### config.mk
export PLATFORM = sky130hd
export DESIGN_NAME = compress_line_ctrl_flat
export DESIGN_NICKNAME = d
export VERILOG_FILES = /design/src/rtl/compress_line_ctrl_if.sv /design/src/rtl/compress_line_ctrl.sv /design/src/flat_wrapper.sv
export SDC_FILE = /design/constraint.sdc
export NUM_CORES = 1
export LEC_CHECK = 0
export CORE_MARGIN = 5
export CORE_UTILIZATION = 41
export CTS_CLUSTER_SIZE = 25
export DETAILED_ROUTE_END_ITERATION = 12
export PLACE_DENSITY = 0.77
export SYNTH_ARGS = -nofsm -noshare
export SYNTH_HDL_FRONTEND = slang
export SYNTH_SLANG_ARGS = --single-unit
export TNS_END_PERCENT = 100
### constraint.sdc
create_clock -name i_clk -period 1.73 [get_ports i_clk]
set_clock_uncertainty 0.05 [all_clocks]
set_input_delay 0.346 -clock i_clk [delete_from_list [all_inputs] [get_ports i_clk]]
set_output_delay 0.346 -clock i_clk [all_outputs]
set_load 0.01 [all_outputs]
### src/rtl/compress_line_ctrl_if.sv
// Handshake and data bundle between the line controller, its upstream source,
// the compressor pipeline and the downstream result consumer.
interface compress_line_ctrl_if #(
    parameter int unsigned CACHE_LINE = 128,
    parameter int unsigned WIDTH      = 64
);
    logic                  i_line_valid;
    logic                  o_line_ready;
    logic [CACHE_LINE-1:0] i_line;
    logic [WIDTH-1:0]      o_word;
    logic                  o_word_valid;
    logic                  i_finish;
    logic [CACHE_LINE-1:0] i_mux_array;
    logic                  o_res_valid;
    logic                  i_res_ready;
    logic [CACHE_LINE-1:0] o_res_line;
    logic                  o_res_raw;
    logic                  o_timeout;
    logic                  o_busy;
    logic [15:0]           o_line_count;

    // Controller side
    modport slave (
        input  i_line_valid, i_line, i_finish, i_mux_array, i_res_ready,
        output o_line_ready, o_word, o_word_valid, o_res_valid, o_res_line,
               o_res_raw, o_timeout, o_busy, o_line_count
    );

    // Environment side (source, compressor, sink)
    modport master (
        output i_line_valid, i_line, i_finish, i_mux_array, i_res_ready,
        input  o_line_ready, o_word, o_word_valid, o_res_valid, o_res_line,
               o_res_raw, o_timeout, o_busy, o_line_count
    );
endinterface

### src/rtl/compress_line_ctrl.sv
// Feeds a cache line to the compressor as two half words, waits a bounded time
// for the packed result and falls back to the raw line if the compressor stalls.
module compress_line_ctrl #(
    parameter int unsigned CACHE_LINE = 128,
    parameter int unsigned WIDTH      = 64,
    parameter int unsigned TIMEOUT    = 12
) (
    input  logic                 i_clk,
    input  logic                 i_reset,
    compress_line_ctrl_if.slave  bus
);
    localparam int unsigned CNT_W = $clog2(TIMEOUT) + 1;
    localparam int unsigned CNT_W_LAST = TIMEOUT - 1;

    typedef enum logic [2:0] {
        S_IDLE    = 3'd0,
        S_SEND_LO = 3'd1,
        S_SEND_HI = 3'd2,
        S_WAIT    = 3'd3,
        S_OUT     = 3'd4
    } state_e;

    state_e                state_q, state_d;
    logic [CACHE_LINE-1:0] line_q, line_d;
    logic [CNT_W-1:0]      cnt_q, cnt_d;
    logic [WIDTH-1:0]      word_q, word_d;
    logic                  word_valid_q, word_valid_d;
    logic                  ready_q, ready_d;
    logic                  busy_q, busy_d;
    logic                  res_valid_q, res_valid_d;
    logic [CACHE_LINE-1:0] res_line_q, res_line_d;
    logic                  res_raw_q, res_raw_d;
    logic                  timeout_q, timeout_d;
    logic [15:0]           count_q, count_d;

    always_ff @(posedge i_clk) begin
        if (i_reset) begin
            state_q      <= S_IDLE;
            line_q       <= '0;
            cnt_q        <= '0;
            word_q       <= '0;
            word_valid_q <= 1'b0;
            ready_q      <= 1'b1;
            busy_q       <= 1'b0;
            res_valid_q  <= 1'b0;
            res_line_q   <= '0;
            res_raw_q    <= 1'b0;
            timeout_q    <= 1'b0;
            count_q      <= '0;
        end else begin
            state_q      <= state_d;
            line_q       <= line_d;
            cnt_q        <= cnt_d;
            word_q       <= word_d;
            word_valid_q <= word_valid_d;
            ready_q      <= ready_d;
            busy_q       <= busy_d;
            res_valid_q  <= res_valid_d;
            res_line_q   <= res_line_d;
            res_raw_q    <= res_raw_d;
            timeout_q    <= timeout_d;
            count_q      <= count_d;
        end
    end

    // Outputs are computed one edge ahead so they line up with the state they belong to.
    always_comb begin
        state_d      = state_q;
        line_d       = line_q;
        cnt_d        = cnt_q;
        word_d       = '0;
        word_valid_d = 1'b0;
        res_valid_d  = res_valid_q;
        res_line_d   = res_line_q;
        res_raw_d    = res_raw_q;
        timeout_d    = 1'b0;
        count_d      = count_q;

        unique case (state_q)
            S_IDLE: begin
                if (bus.i_line_valid) begin
                    line_d       = bus.i_line;
                    word_d       = bus.i_line[WIDTH-1:0];
                    word_valid_d = 1'b1;
                    state_d      = S_SEND_LO;
                end
            end
            S_SEND_LO: begin
                word_d       = line_q[CACHE_LINE-1:WIDTH];
                word_valid_d = 1'b1;
                state_d      = S_SEND_HI;
            end
            S_SEND_HI: begin
                cnt_d   = '0;
                state_d = S_WAIT;
            end
            S_WAIT: begin
                cnt_d = cnt_q + CNT_W'(1);
                // A finish arriving on the last allowed cycle still counts as success.
                if (bus.i_finish) begin
                    res_line_d  = bus.i_mux_array;
                    res_raw_d   = 1'b0;
                    res_valid_d = 1'b1;
                    state_d     = S_OUT;
                end else if (cnt_q == CNT_W'(CNT_W_LAST)) begin
                    res_line_d  = line_q;
                    res_raw_d   = 1'b1;
                    res_valid_d = 1'b1;
                    timeout_d   = 1'b1;
                    state_d     = S_OUT;
                end
            end
            S_OUT: begin
                if (bus.i_res_ready) begin
                    res_valid_d = 1'b0;
                    count_d     = count_q + 16'd1;
                    state_d     = S_IDLE;
                end
            end
            default: state_d = S_IDLE;
        endcase

        ready_d = (state_d == S_IDLE);
        busy_d  = (state_d != S_IDLE);
    end

    assign bus.o_line_ready = ready_q;
    assign bus.o_word       = word_q;
    assign bus.o_word_valid = word_valid_q;
    assign bus.o_res_valid  = res_valid_q;
    assign bus.o_res_line   = res_line_q;
    assign bus.o_res_raw    = res_raw_q;
    assign bus.o_timeout    = timeout_q;
    assign bus.o_busy       = busy_q;
    assign bus.o_line_count = count_q;
endmodule

### src/flat_wrapper.sv
// flat-port wrapper written by rule: the top's interface ports become plain ports
module compress_line_ctrl_flat 
#(
    parameter int unsigned CACHE_LINE = 128,
    parameter int unsigned WIDTH      = 64,
    parameter int unsigned TIMEOUT    = 12
)
  (i_clk, i_reset, bus_i_line_valid, bus_i_line, bus_i_finish, bus_i_mux_array, bus_i_res_ready, bus_o_line_ready, bus_o_word, bus_o_word_valid, bus_o_res_valid, bus_o_res_line, bus_o_res_raw, bus_o_timeout, bus_o_busy, bus_o_line_count);
  compress_line_ctrl_if #(.CACHE_LINE(CACHE_LINE), .WIDTH(WIDTH)) bus_i ();
  input  logic i_clk;
  input  logic i_reset;
  input wire logic [$bits(bus_i.i_line_valid)-1:0] bus_i_line_valid;
  input wire logic [$bits(bus_i.i_line)-1:0] bus_i_line;
  input wire logic [$bits(bus_i.i_finish)-1:0] bus_i_finish;
  input wire logic [$bits(bus_i.i_mux_array)-1:0] bus_i_mux_array;
  input wire logic [$bits(bus_i.i_res_ready)-1:0] bus_i_res_ready;
  output wire logic [$bits(bus_i.o_line_ready)-1:0] bus_o_line_ready;
  output wire logic [$bits(bus_i.o_word)-1:0] bus_o_word;
  output wire logic [$bits(bus_i.o_word_valid)-1:0] bus_o_word_valid;
  output wire logic [$bits(bus_i.o_res_valid)-1:0] bus_o_res_valid;
  output wire logic [$bits(bus_i.o_res_line)-1:0] bus_o_res_line;
  output wire logic [$bits(bus_i.o_res_raw)-1:0] bus_o_res_raw;
  output wire logic [$bits(bus_i.o_timeout)-1:0] bus_o_timeout;
  output wire logic [$bits(bus_i.o_busy)-1:0] bus_o_busy;
  output wire logic [$bits(bus_i.o_line_count)-1:0] bus_o_line_count;
  assign bus_i.i_line_valid = bus_i_line_valid;
  assign bus_i.i_line = bus_i_line;
  assign bus_i.i_finish = bus_i_finish;
  assign bus_i.i_mux_array = bus_i_mux_array;
  assign bus_i.i_res_ready = bus_i_res_ready;
  assign bus_o_line_ready = bus_i.o_line_ready;
  assign bus_o_word = bus_i.o_word;
  assign bus_o_word_valid = bus_i.o_word_valid;
  assign bus_o_res_valid = bus_i.o_res_valid;
  assign bus_o_res_line = bus_i.o_res_line;
  assign bus_o_res_raw = bus_i.o_res_raw;
  assign bus_o_timeout = bus_i.o_timeout;
  assign bus_o_busy = bus_i.o_busy;
  assign bus_o_line_count = bus_i.o_line_count;
  compress_line_ctrl #(.CACHE_LINE(CACHE_LINE), .WIDTH(WIDTH), .TIMEOUT(TIMEOUT)) u_core (.i_clk(i_clk), .i_reset(i_reset), .bus(bus_i));
endmodule
==> flow_summary.json, run 1 <==
{
  "power_frac_comb_pct": 15.8,
  "swShare_pct": 26.2,
  "drtIter0Drc": 978,
  "syn_to_final_growth_pct": 67.3,
  "r2r_end": "u_core.line_q[30]$_SDFFE_PP0P_",
  "drc": 0,
  "cp_num_buf_inv": 3,
  "rsz0062_at_grt": "yes",
  "fin_ws_ns": -0.162,
  "syn_area_per_cell_um2": 8.92,
  "setup_viol": 62,
  "ys_seq_area_share_pct": 52.8,
  "die_h_um": 190,
  "final_nets": 2294,
  "netlist_top_cells_count": "dfxtp_1 (350), nand2_1 (327), a21oi_1 (206)",
  "layout.cells.non_filler": 2462,
  "start_util_pct": 41.8,
  "cp_common_cell": "buf_4",
  "htree_levels": 2,
  "grt_usage_pct": 29.1,
  "r2r_start": "u_core.state_q[2]$_SDFF_PP0_",
  "gp_congestion": 0.896,
  "min_period_ns": 1.89,
  "synth-edff-count": 0,
  "yosysUniqueCellTypes": 38,
  "ys_ff_latch": 350,
  "async_flop_share_pct": 0,
  "crit_fanout": 27,
  "cts_tree": "done",
  "synth_area_um2": 13300,
  "max-clock-path-buffers": 3,
  "placed_cells": 2313,
  "synth_top_area_share_pct": 52.8,
  "antenna_found_initial": 2,
  "seq_power_share_pct": 43.6,
  "cp_top_family": "buffers and inverters",
  "vdd_drop_max_mv": 0.757,
  "cap_viol_max_count": 0,
  "num_vias": 13800,
  "p_switching_mw": 5.28,
  "p_total_mw": 20.1,
  "grt_max_degree": 125,
  "arrival_ns": 2.24,
  "dp_hpwl_um": 34500,
  "dominantRegCellSynth": "dfxtp_1",
  "postRouteAntennaNets": 0,
  "powerDensity_nw_per_um2": 907,
  "die-area_um2": 36100,
  "ioPinCount": 475,
  "fin_crit_sh_pct": 109,
  "cp_slowest_cell": "dfxtp_2",
  "yosys-top-cells-area": "dfxtp_1 (53%), mux2i_1 (9.7%), nand2_1 (9.3%)",
  "clock_latency_ns": 0.52,
  "holdCritPathClass": "in -> reg",
  "crit_chain": "buf_4 > nor4b_2 > buf_4 > buf_12 > nand2_1 > a21oi_1",
  "leakage_nw": 9.25,
  "drt-pass1-iter-count": 5,
  "wl_per_cell_um": 23.2,
  "cp-end-kind": "register",
  "critical_path_class": "reg -> reg",
  "cts_sinks": 350,
  "clockRootBuffer": "clkbuf_16",
  "crit_path_start_kind": "register",
  "r2r_slack_ns": -0.16,
  "viasPerCell": 5.63,
  "clock.fmax_ghz": 0.529,
  "cp_slowest_stage_delay_ns": 0.38,
  "internal_power_mw": 14.9,
  "synth_fp_nets": 1750,
  "grt_pass1_wl_um": 83300,
  "synth.most_common_cell": "dfxtp_1",
  "drive_gt1_share_pct": 19.5,
  "grt_pass1_vias": 14200,
  "cts_inserted_buffers": 39,
  "cp.required_ns": 2.08,
  "portBuffers": 474,
  "reg2regPathDepth": 6,
  "p_clk_share_pct": 40.6,
  "hp-start": "bus_i_finish",
  "path_clk_slew_ns": 0.06,
  "worstMarginPinSlew_ns": 1.04,
  "slew_violations": 0,
  "synth_top_area_cell": "dfxtp_1",
  "hold_viol": 0,
  "wirelength_um": 57200,
  "overflow": 0,
  "status": "complete, but fails checks",
  "holdWs_ns": 0.259,
  "synthCells": 1487,
  "yosysWarningCount": 0,
  "whs_path_depth": 4,
  "fp.dieW_um": 190,
  "hold_path_end": "u_core.state_q[1]$_SDFF_PP0_",
  "rows": 65,
  "coreArea_um2": 31700,
  "violations": "negative setup slack",
  "relSlewSlack_pct": 30.7
}
[registers in the layout, indices dropped and copies added, names as in the netlist]
name,flops
u_core.bus.o_line_ready,1
u_core.bus.o_word_valid,1
u_core.bus.o_res_valid,1
u_core.line_q,128
u_core.cnt_q,5
u_core.bus.o_res_raw,1
u_core.state_q,3
u_core.bus.o_line_count,16
u_core.bus.o_timeout,1
u_core.bus.o_busy,1
u_core.bus.o_res_line,128
u_core.bus.o_word,64
[worst max-delay path by stage]
stage,start,end,slack [ns],cells past startpoint
2_1_floorplan,u_core.cnt_q[0]$_SDFFE_PP0P_,u_core.bus.o_res_line[37]$_SDFFE_PP0P_,0.02,6
3_3_place_gp,bus_i_res_ready,u_core.bus.o_line_count[13]$_SDFFE_PP0P_,-0.23,5
3_5_place_dp,bus_i_res_ready,u_core.bus.o_line_count[13]$_SDFFE_PP0P_,-0.33,5
4_1_cts,u_core.cnt_q[1]$_SDFFE_PP0P_,u_core.bus.o_res_line[107]$_SDFFE_PP0P_,-0.16,11
5_1_grt,u_core.state_q[2]$_SDFF_PP0_,u_core.line_q[30]$_SDFFE_PP0P_,-0.16,6
6_report,u_core.state_q[2]$_SDFF_PP0_,u_core.line_q[30]$_SDFFE_PP0P_,-0.16,6
[cells in the final DEF, fill, tap and decap left out, drive strengths merged, types with 6 or more instances in the layout]
cell and instances:
nor2 149, xnor2 6, mux2i 128, clkdlybuf4s50 258
nand4 7, a211oi 129, dfxtp 350, nand3 8
o21ai 7, nand2 327, a21oi 207, clkinv 8
dlygate4sd2 211, or3 7, buf 145, clkbuf 64
[metal layers]
| metal | part of all wire (%) | routed length, µm | vias up | GRT usage, % |
|---|---|---|---|---|
| li1 | - | - | 6209 | - |
| met1 | 37 | 21300 | 6633 | 34.4 |
| met2 | 48 | 27700 | 820 | 50.2 |
| met3 | 9.6 | 5470 | 185 | 7.54 |
| met4 | 4.9 | 2800 | 2 | 12.5 |
| met5 | 0.012 | 7 | - | 0 |
[repair_timing]
item	in CTS	in global routing
cloned	34	6
setup endpoints to repair	342	145
hold buffers	1	0
pin swaps	75	55
buffers inserted	48	17
resized for setup	414	112
endpoints found under the hold margin	2	0
[through the flow]
stage          cell area, µm²  setup WS, ns  util (%)  setup TNS (ns)
6_report                22200        -0.162      70.0           -1.47
5_1_grt                 22200        -0.161      70.0           -9.69
4_1_cts                 22000        -0.160      69.2           -7.43
3_5_place_dp            18700        -0.329      59.0          -42.45
3_3_place_gp            18700        -0.234      59.0          -24.18
2_1_floorplan           13300        0.0156         -               0
[layout make-up]
type	instances	area (µm²)
fill	2227	9530
sequential	350	7020
timing repair buffer	624	6830
multi-input combinational	1013	6570
clock buffer	58	1170
tap	402	503
clock inverter	11	88.8
inverter	3	11.3
antenna	1	2.50
[power groups by stage]
stage	clock, mW	sequential, mW	combinational, mW
after global routing	8.58	8.81	3.37
after floorplan	0	8.91	1.19
final	8.17	8.78	3.19
after global placement	0	8.91	2.74
after detailed placement	0	8.92	2.79
after CTS	8.22	8.75	3.03
[kinds of logic (layout without fill, tap and decap cells)]
logic type	after synthesis	after routing	share of synthesized area, %
XOR/XNOR	10	10	0.660
multiplexers	128	128	9.66
flip-flops	350	350	52.8
AND/OR/NAND/NOR	525	525	16.0
other	0	1	0
adder cells (fa/ha/maj)	2	2	0.189
buffers and inverters	124	696	4.62
AO/OA/AOI/OAI	348	348	16.1
[tightest hold or removal path, cell delays in order]
cell and delay [ns]:
buf_6 0.10, inv_1 0.12, a21oi_1 0.15, nor4_1 0.06
(Power assumes the default switching activity.)
==> inputs of run 2 (changes only) <==
SLEW_MARGIN = 20   (was not set)
==> results of run 2 <==
Final layout, timing and power as in run 1 (identical DEF).
